--- src/rtl/cu_pkg.sv ---
// Shared opcode, alu-select and state definitions
// for the multi-cycle control unit.
package cu_pkg;

  localparam logic [7:0] OP_LOADI = 8'h00;
  localparam logic [7:0] OP_MOV   = 8'h01;
  localparam logic [7:0] OP_ADD   = 8'h02;
  localparam logic [7:0] OP_SUB   = 8'h03;
  localparam logic [7:0] OP_AND   = 8'h04;
  localparam logic [7:0] OP_OR    = 8'h05;

  localparam logic [2:0] ALU_FWD = 3'b000;
  localparam logic [2:0] ALU_ADD = 3'b001;
  localparam logic [2:0] ALU_AND = 3'b010;
  localparam logic [2:0] ALU_OR  = 3'b011;

  typedef enum logic [1:0] {
    FETCH,
    DECODE,
    EXECUTE,
    WRITEBACK
  } state_t;

endpackage

--- src/rtl/cu_decoder.sv ---
// Opcode decoder: opcode -> alu select,
// operand-mux controls and legality.
module cu_decoder
  import cu_pkg::*;
(
  input  logic [7:0] opcode,
  output logic [2:0] alu_select,
  output logic       imm_sel,
  output logic       neg_sel,
  output logic       legal
);

  // one-hot style decode of the opcode byte
  always_comb begin
    alu_select = ALU_FWD;
    imm_sel    = 1'b0;
    neg_sel    = 1'b0;
    legal      = 1'b1;
    unique case (1'b1)
      (opcode == OP_LOADI): imm_sel = 1'b1;
      (opcode == OP_MOV):   alu_select = ALU_FWD;
      (opcode == OP_ADD):   alu_select = ALU_ADD;
      (opcode == OP_SUB): begin
        alu_select = ALU_ADD;
        neg_sel    = 1'b1;
      end
      (opcode == OP_AND):   alu_select = ALU_AND;
      (opcode == OP_OR):    alu_select = ALU_OR;
      default:              legal = 1'b0;
    endcase
  end

endmodule

--- src/rtl/control_unit.sv ---
// Multi-cycle fetch/decode/execute/writeback
// sequencer driving the alu and register file.
module control_unit
  import cu_pkg::*;
#(
  parameter int              PC_W     = 8,
  parameter int              REG_AW   = 3,
  parameter int              DATA_W   = 8,
  parameter logic [PC_W-1:0] RESET_PC = '0
) (
  input  logic              clk,
  input  logic              reset_n,
  output logic              instr_req,
  output logic [PC_W-1:0]   instr_addr,
  input  logic              instr_valid,
  input  logic [31:0]       instr_data,
  output logic [2:0]        alu_select,
  output logic [REG_AW-1:0] rd_addr1,
  output logic [REG_AW-1:0] rd_addr2,
  output logic [REG_AW-1:0] wr_addr,
  output logic [DATA_W-1:0] imm,
  output logic              imm_sel,
  output logic              neg_sel,
  output logic              wr_en,
  output logic              illegal_op,
  output logic              busy
);

  state_t            state_q, state_d;
  logic [PC_W-1:0]   pc_q, pc_d;
  logic [31:0]       ir_q, ir_d;
  logic              legal;
  logic              unused_bits;

  // high bits of the register fields are don't-care
  assign unused_bits = ^{ir_q[23:16+REG_AW],
                         ir_q[15:8+REG_AW]};

  cu_decoder u_dec (
    .opcode     (ir_q[31:24]),
    .alu_select (alu_select),
    .imm_sel    (imm_sel),
    .neg_sel    (neg_sel),
    .legal      (legal)
  );

  assign instr_addr = pc_q;
  assign rd_addr1   = ir_q[8 +: REG_AW];
  assign rd_addr2   = ir_q[0 +: REG_AW];
  assign wr_addr    = ir_q[16 +: REG_AW];
  assign imm        = ir_q[0 +: DATA_W];

  // state register
  always_ff @(posedge clk or negedge reset_n) begin
    if (!reset_n) state_q <= FETCH;
    else          state_q <= state_d;
  end

  // pc and instruction register
  always_ff @(posedge clk or negedge reset_n) begin
    if (!reset_n) begin
      pc_q <= RESET_PC;
      ir_q <= '0;
    end else begin
      pc_q <= pc_d;
      ir_q <= ir_d;
    end
  end

  // next state, pc advance and ir capture
  always_comb begin
    state_d = state_q;
    pc_d    = pc_q;
    ir_d    = ir_q;
    unique case (state_q)
      FETCH: begin
        if (instr_valid) begin
          ir_d    = instr_data;
          state_d = DECODE;
        end
      end
      DECODE:  state_d = EXECUTE;
      EXECUTE: state_d = WRITEBACK;
      WRITEBACK: begin
        pc_d    = pc_q + PC_W'(4);
        state_d = FETCH;
      end
      default: state_d = FETCH;
    endcase
  end

  // state-dependent strobes
  always_comb begin
    instr_req  = 1'b0;
    busy       = 1'b1;
    wr_en      = 1'b0;
    illegal_op = 1'b0;
    unique case (state_q)
      FETCH: begin
        instr_req = 1'b1;
        busy      = 1'b0;
      end
      WRITEBACK: begin
        wr_en      = legal;
        illegal_op = ~legal;
      end
      default: ;
    endcase
  end

endmodule

--- config.mk ---
export PLATFORM = sky130hd
export DESIGN_NAME = control_unit
export DESIGN_NICKNAME = d
export VERILOG_FILES = /design/src/rtl/cu_pkg.sv /design/src/rtl/cu_decoder.sv /design/src/rtl/control_unit.sv
export SDC_FILE = /design/constraint.sdc
export NUM_CORES = 1
export LEC_CHECK = 0
export CORE_AREA = 2 2 71 66
export CTS_CLUSTER_SIZE = 10
export DETAILED_ROUTE_END_ITERATION = 12
export DIE_AREA = 0 0 73 68
export PLACE_DENSITY = 0.74
export SLEW_MARGIN = 20
export SYNTH_ARGS = -nofsm -noshare
export SYNTH_HDL_FRONTEND = slang
export SYNTH_SLANG_ARGS = --single-unit
--- constraint.sdc ---
create_clock -name clk -period 1.5 [get_ports clk]
set_clock_uncertainty 0.15 [all_clocks]
set_input_delay 0.225 -clock clk [delete_from_list [all_inputs] [get_ports clk]]
set_output_delay 0.225 -clock clk [all_outputs]
set_load 0.05 [all_outputs]
==> results of run 1 <==
## power breakdown
part           internal (mW)  switching (mW)  total (mW)
registers               1.22           0.553        1.77
logic                   2.62            2.18        4.80
clock network          0.463           0.298       0.761
total                   4.31            3.03        7.33
## per-layer routing
| metal | vias up | wire length [um] | global-route usage |
|---|---|---|---|
| met5 | - | 0 | 0 |
| met3 | 7 | 244 | 0.0501 |
| li1 | 484 | - | - |
| met2 | 50 | 1810 | 0.232 |
| met4 | 0 | 48 | 0.0579 |
| met1 | 520 | 1430 | 0.167 |
## Yosys cell counts
cell      number
buf_6          2
mux2_2         4
nand2b_2       1
nand2_1        5
mux2_4        20
and3_1         1
dfrtp_1       30
nor3b_2        1
conb_1         1
nor4_2         2
inv_1          3
nand4_1        2
xnor2_1        3
a21boi_0       1
nand2_2        1
nor3_2         1
xor2_1         2
o31ai_1        1
ha_1           4
a21oi_1        1
and2b_1        1
nor2_1         4
buf_4         20
o21ai_0        1
## how the worst max path moves through the flow
stage                                to  cells past startpoint  slack, ns        from
after detailed placement  alu_select[1]                      4      -0.24    ir_q[28]
after global routing      alu_select[1]                      4      -0.56    ir_q[27]
final                             wr_en                      4      -0.48    ir_q[27]
after CTS                 alu_select[1]                      4      -0.46    ir_q[27]
after floorplan              illegal_op                      2      -0.29  state_q[0]
after global placement    alu_select[1]                      4      -0.17    ir_q[28]
## what timing repair did
action	in CTS	in global routing
gates cloned	1	0
setup endpoints to repair	23	32
endpoints found under the hold margin	0	0
setup buffers	7	3
pin swaps	4	1
hold buffers	0	0
resized for setup	15	7
## metrics by stage
step                instances  setup TNS, ns  hold WS [ns]  power, mW  area [sq um]
detailed placement        210          -2.95         0.364       6.05          2450
floorplan                 114          -2.91        -0.221       4.25          1580
global route              228          -6.15         0.168       7.62          2750
CTS                       226          -4.07         0.173       7.20          2700
global placement          210          -2.23         0.363       5.92          2450
finish                    228          -4.73         0.169       7.33          2750
## final cells by class
type / count / area share
clock buffer: 8 / 0.0401
timing repair buffer: 78 / 0.400
inverter: 3 / 0.00547
tap: 50 / 0.0228
multi-input combinational: 59 / 0.259
sequential: 30 / 0.273
## registers in the layout, summed over array words and instances (netlist names)
| register | cells |
|---|---|
| instr_addr | 6 |
| ir_q | 22 |
| state_q | 2 |
## cells by family (layout without fill, tap and decap cells)
family | Yosys count | after routing
fa+ha+maj | 4 | 4
other cells | 1 | 3
flops | 30 | 30
xor+xnor | 5 | 5
compound gates | 4 | 4
mux | 24 | 24
simple gates | 19 | 19
buf+inv | 25 | 89
## worst max-delay path, stage by stage, from the launching register on
cell and delay [ns]:
dfrtp_1 0.41, nor4_4 0.37, and2b_1 0.22, and3_4 0.20, buf_12 0.13
## cell usage in the layout, fill, tap and decap left out, types with 2 or more instances in the layout
cell,count
buf_12,33
dfrtp_1,30
clkdlybuf4s50_1,24
mux2_4,22
buf_4,15
clkbuf_8,8
nand2_1,5
buf_6,5
xnor2_1,3
nor2_1,3
conb_1,3
nor4_4,2
inv_2,2
mux2_2,2
nand4_1,2
xor2_1,2
ha_1,2
==> impl_metrics.ini, run 1 <==
[run_status]
outcome = finished with violations
violations = negative setup slack

[global_routing]
grt_overflow = 0
grt_pass1_vias = 1043
grt_max_degree = 31
grtUsageTotal = 0.141
grt_pass1_wl_mm = 5.09
antenna_found_initial = 0

[yosys]
ys_seq_area_frac = 0.492
synthCells = 112
yosys.area_share.adder = 0.0328
ys.warnings.count = 0
synthSimpleGateAreaFrac = 0.0804
synthTopCellsByArea = dfrtp_1 49%, mux2_4 20%, buf_4 9.8%
avgSynthCellArea_sq_um = 13.6
synth_area_leader_cell = dfrtp_1
synth_xor_area_frac = 0.0287
synth_compound_area_frac = 0.0164
yosysTopAreaCellShare = 0.492
ys_ff_latch = 30
syn_area_sq_um = 1530
synthMuxAreaShare = 0.226
synth_cell_types = 24
synth_top_family_by_area = multiplexers

[cts]
clock_latency_ns = 0.27
max-clock-path-buffers = 2
tritoncts = yes
cts.sinks = 30
cts_inserted_buffers = 5
path_clk_slew_ns = 0.07
cts.root.buffer_cell = clkbuf_8
cts_max_level = 2

[critical_path]
r2r_cells = 6
cp.required_ns = 1.12
crit_path_max_fanout = 2
end_kind = output port
r2r-start = state_q[0]
r2r_end = ir_q[30]
path_class = reg2out
cp-start-kind = flip-flop
arrival_ns = 1.61
r2r_slack_ns = -0.09

[routing]
final_antenna_net_count = 0
wl_per_cell_um = 15.5
vias = 1061
drt_wl_total_mm = 3.54
drc = 0
first_iter_violations = 22
drtPass1Iterations = 4
avgViaCountPerCell = 4.65

[die]
die_w_um = 73
fp.dieH_um = 68
dieArea_sq_um = 4960
rows = 23
core-area_sq_um = 4290
io_pins = 69
initial_core_util = 0.356

[layout]
nNetsFinal = 216
diodes = 0
postLayoutCoreUtil = 0.641
multiInputGateArea_sq_um = 711
n_fill_cell = 317
drive_gt1_frac = 0.573
syn_to_final_growth_pct = 80.1
register_area_sq_um = 751

[timing]
timing.final.crit_period_ns = 1.98
fmaxAchievable_mhz = 505
setup_viol = 31
timing.final.hold_violations = 0
setup_slack_ns = -0.481
slew_viol_final = 0
finalCritPeriodShare = 1.32
rsz0062_at_grt = true

[worst_hold_path]
hp-class = in2async

[placed_design]
place_ws_ns = -0.235
gp_congestion = 0.745
numPortBuffers = 55
hpwl_mm = 2.43

[power]
ir_drop_v = 0.00121
power_density_nw_per_um2 = 2670
leakage_nw = 1.27

[run]
maxCapViolations = 0
No activity file was read; power rests on OpenSTA's default activity.
==> run 2, diff against run 1 <==
--- a/config.mk
+++ b/config.mk
@@ -10,6 +10,7 @@
 export DETAILED_ROUTE_END_ITERATION = 12
 export DIE_AREA = 0 0 73 68
 export PLACE_DENSITY = 0.74
+export SKIP_CTS_REPAIR_TIMING = 1
 export SLEW_MARGIN = 20
 export SYNTH_ARGS = -nofsm -noshare
 export SYNTH_HDL_FRONTEND = slang
==> impl_metrics.ini, run 2 (synthesis gave the netlist of run 1 again) <==
[run_status]
outcome = finished with violations
violations = negative setup slack

[routing]
drc = 0
vias = 1014
first_iter_violations = 32
wl_per_cell_um = 15.0
avgViaCountPerCell = 4.53
drtPass1Iterations = 4
final_antenna_net_count = 0
drt_wl_total_mm = 3.35

[die]
rows = 23
die_w_um = 73
dieArea_sq_um = 4960
core-area_sq_um = 4290
io_pins = 69
initial_core_util = 0.356
fp.dieH_um = 68

[layout]
drive_gt1_frac = 0.575
syn_to_final_growth_pct = 78.8
diodes = 0
largest_reg_flops = 22
largest_register = ir_q
multiInputGateArea_sq_um = 722
n_fill_cell = 317
postLayoutCoreUtil = 0.636
nNetsFinal = 212
register_area_sq_um = 752
final_cell_mix = 33 x buf_12, 29 x dfrtp_1, 24 x clkdlybuf4s50_1
finalNonFillerCells = 224
final_common_cell = buf_12

[critical_path]
critPathSlowestCell = dfrtp_1
crit_buf_inv = 2
path_cells = nor4_4 -> nand2b_4 -> buf_4 -> nor2_4 -> buf_12
path_class = reg2out
cp.required_ns = 1.12
cp-start-kind = flip-flop
crit_path_max_fanout = 4
critical_path.max_stage_delay_ns = 0.41
arrival_ns = 1.60
end_kind = output port
critPathTopFamily = simple AND/OR/NAND/NOR gates

[placed_design]
placed_cells_incl_taps = 210
hpwl_mm = 2.43
gp_congestion = 0.745
numPortBuffers = 55
place_ws_ns = -0.235

[timing]
slew_viol_final = 0
finalCritPeriodShare = 1.32
setup_viol = 31
timing.final.crit_period_ns = 1.98
fmaxAchievable_mhz = 506
setup_slack_ns = -0.476
timing.final.hold_violations = 0
setup_tns_ns = -5.36
rsz0062_at_grt = true

[global_routing]
grt_overflow = 0
grtUsageTotal = 0.128
grt_pass1_wl_mm = 4.68
antenna_found_initial = 0
grt_pass1_vias = 986
grt_max_degree = 31

[cts]
clock_latency_ns = 0.27
cts.sinks = 30
cts.root.buffer_cell = clkbuf_8
path_clk_slew_ns = 0.07
cts_max_level = 2
max-clock-path-buffers = 2
tritoncts = yes
cts_inserted_buffers = 5

[power]
leakage_nw = 1.25
power_density_nw_per_um2 = 2650
power.total_mw = 7.22
ir_drop_v = 0.00126

[run]
maxCapViolations = 0

[worst_hold_path]
hp-class = in2async
## run 2: changes by cell type in the layout (fill, tap and decap cells not counted)
cell	before	now
ha_2	1	0
dfrtp_2	0	1
dfrtp_1	30	29
ha_4	1	2
buf_16	1	0
buf_4	15	11
and2b_2	0	1
clkbuf_16	0	1
and2b_1	1	0
## run 2: area by class of cell
class,instances,area share
Multi-Input combinational cell,59,0.265
Tap cell,50,0.0229
Timing Repair Buffer,74,0.391
Inverter,3,0.00551
Clock buffer,8,0.0404
Sequential cell,30,0.276
## run 2: metrics by stage
stage | area (sq um) | hold slack (ns)
finish | 2730 | 0.169
global route | 2730 | 0.169
CTS | 2560 | 0.173
detailed placement | 2450 | 0.364
global placement | 2450 | 0.363
floorplan | 1580 | -0.221
## run 2: final timing paths
kind | start | slack (ns) | endpoint | cells past startpoint
min reg2reg | instr_addr[7] | 0.38 | instr_addr[7] | 1
min | reset_n | 0.17 | instr_addr[3] | 2
max in group asynchronous | reset_n | 0.85 | state_q[1] | 2
max reg2reg | state_q[0] | -0.13 | ir_q[7] | 6
max | ir_q[27] | -0.48 | alu_select[0] | 5
min in group clk | instr_addr[7] | 0.38 | instr_addr[7] | 1
## run 2: where the power goes
| group | switching, mW | leakage, nW | internal, mW | total [mW] |
|---|---|---|---|---|
| combinational | 2.13 | 0.838 | 2.56 | 4.69 |
| clock | 0.291 | 0.0575 | 0.463 | 0.754 |
| sequential | 0.561 | 0.357 | 1.22 | 1.78 |
| total | 2.98 | 1.25 | 4.25 | 7.22 |
## run 2: metal layers
layer	vias up	track usage	routed length (um)
li1	473	-	-
met1	492	0.149	1350
met2	46	0.214	1780
met3	3	0.0486	200
met4	0	0.0486	14
met5	-	0	0
==> run 3, diff against run 2 <==
--- a/config.mk
+++ b/config.mk
@@ -9,6 +9,7 @@
 export CTS_CLUSTER_SIZE = 10
 export DETAILED_ROUTE_END_ITERATION = 12
 export DIE_AREA = 0 0 73 68
+export MAX_ROUTING_LAYER = met4
 export PLACE_DENSITY = 0.74
 export SKIP_CTS_REPAIR_TIMING = 1
 export SLEW_MARGIN = 20
==> impl_metrics.ini, run 3 (synthesis gave the netlist of run 1 again) <==
[placed_design]
hpwl_mm = 2.43
gp_congestion = 0.755
numPortBuffers = 55

[layout]
final_common_cell = buf_12
syn_to_final_growth_pct = 78.8
final_cell_mix = 33 x buf_12, 29 x dfrtp_1, 24 x clkdlybuf4s50_1
largest_reg_flops = 22
drive_gt1_frac = 0.575
nNetsFinal = 212
diodes = 0
largest_register = ir_q

[cts]
path_clk_slew_ns = 0.07
cts.root.buffer_cell = clkbuf_8
clock_latency_ns = 0.27
tritoncts = yes
cts_max_level = 2
cts.sinks = 30
cts_inserted_buffers = 5
max-clock-path-buffers = 2

[run_status]
outcome = finished with violations
violations = negative setup slack

[critical_path]
path_class = reg2out
arrival_ns = 1.60
r2r-start = state_q[0]
cp.required_ns = 1.12
critical_path.max_stage_delay_ns = 0.41
cp-start-kind = flip-flop
crit_path_max_fanout = 4
critPathSlowestCell = dfrtp_1
path_cells = nor4_4 -> nand2b_4 -> buf_4 -> nor2_4 -> buf_12
end_kind = output port
crit_start = ir_q[27]

[timing]
hold_ws_ns = 0.169
setup_viol = 31
timing.final.hold_violations = 0
rsz0062_at_grt = true
fmaxAchievable_mhz = 506
setup_slack_ns = -0.476
timing.final.crit_period_ns = 1.98
finalCritPeriodShare = 1.32
slew_viol_final = 0

[routing]
drtPass1Iterations = 4
first_iter_violations = 33
drc = 0
vias = 1014
drt_wl_total_mm = 3.35
wl_per_cell_um = 15.0
final_antenna_net_count = 0
avgViaCountPerCell = 4.53

[die]
core-area_sq_um = 4290
fp.dieH_um = 68
initial_core_util = 0.356
io_pins = 69
dieArea_sq_um = 4960
rows = 23
die_w_um = 73

[power]
power.total_mw = 7.22
ir_drop_v = 0.00126
power_density_nw_per_um2 = 2650
leakage_nw = 1.25

[global_routing]
grt_overflow = 0
grt_max_degree = 31
grtUsageTotal = 0.131
grt_pass1_vias = 983
antenna_found_initial = 0
grt_pass1_wl_mm = 4.69

[run]
maxCapViolations = 0

[worst_hold_path]
hp-class = in2async
[run 3: layer usage]
| metal | routed length [um] | global-route usage |
|---|---|---|
| met1 | 1360 | 0.151 |
| met2 | 1780 | 0.213 |
| met3 | 187 | 0.0457 |
| met4 | 14 | 0.0486 |
| met5 | 0 | - |
[run 3: power breakdown]
| group | total, mW | switching, mW | internal, mW |
|---|---|---|---|
| sequential | 1.78 | 0.561 | 1.22 |
| combinational | 4.68 | 2.13 | 2.56 |
| clock | 0.754 | 0.291 | 0.463 |
[run 3: final timing paths]
check / endpoint / slack [ns] / depth (start not counted)
worst max-delay path: alu_select[0] / -0.48 / 5
worst min-delay path: instr_addr[3] / 0.17 / 2
worst max register to register: ir_q[7] / -0.13 / 6
worst min register to register: instr_addr[7] / 0.38 / 1
max in group asynchronous: state_q[1] / 0.85 / 2
min in group clk: instr_addr[7] / 0.38 / 1
[run 3: metrics by stage]
stage,TNS [ns],worst slack [ns],instance area [sq um],cells,utilization
floorplan,-2.91,-0.291,1580,114,-
global placement,-2.23,-0.173,2450,210,0.572
detailed placement,-2.95,-0.235,2450,210,0.572
CTS,-3.53,-0.539,2560,218,0.598
global route,-7.01,-0.561,2730,224,0.636
finish,-5.36,-0.476,2730,224,0.636
[run 3: critical path, delay by kind of cell (launching register included)]
kind / cells / cell delay, ns
and+or+nand+nor: 3 / 0.61
DFF: 1 / 0.41
buffers and inverters: 2 / 0.30
[run 3: area by class of cell]
cell class,instances,area (sq um)
fillers,317,1560
well taps,50,62.6
inverters,3,15.0
repair buffers,74,1060
clock buffers,8,110
flip-flops and latches,30,752
multi-input cells,59,722
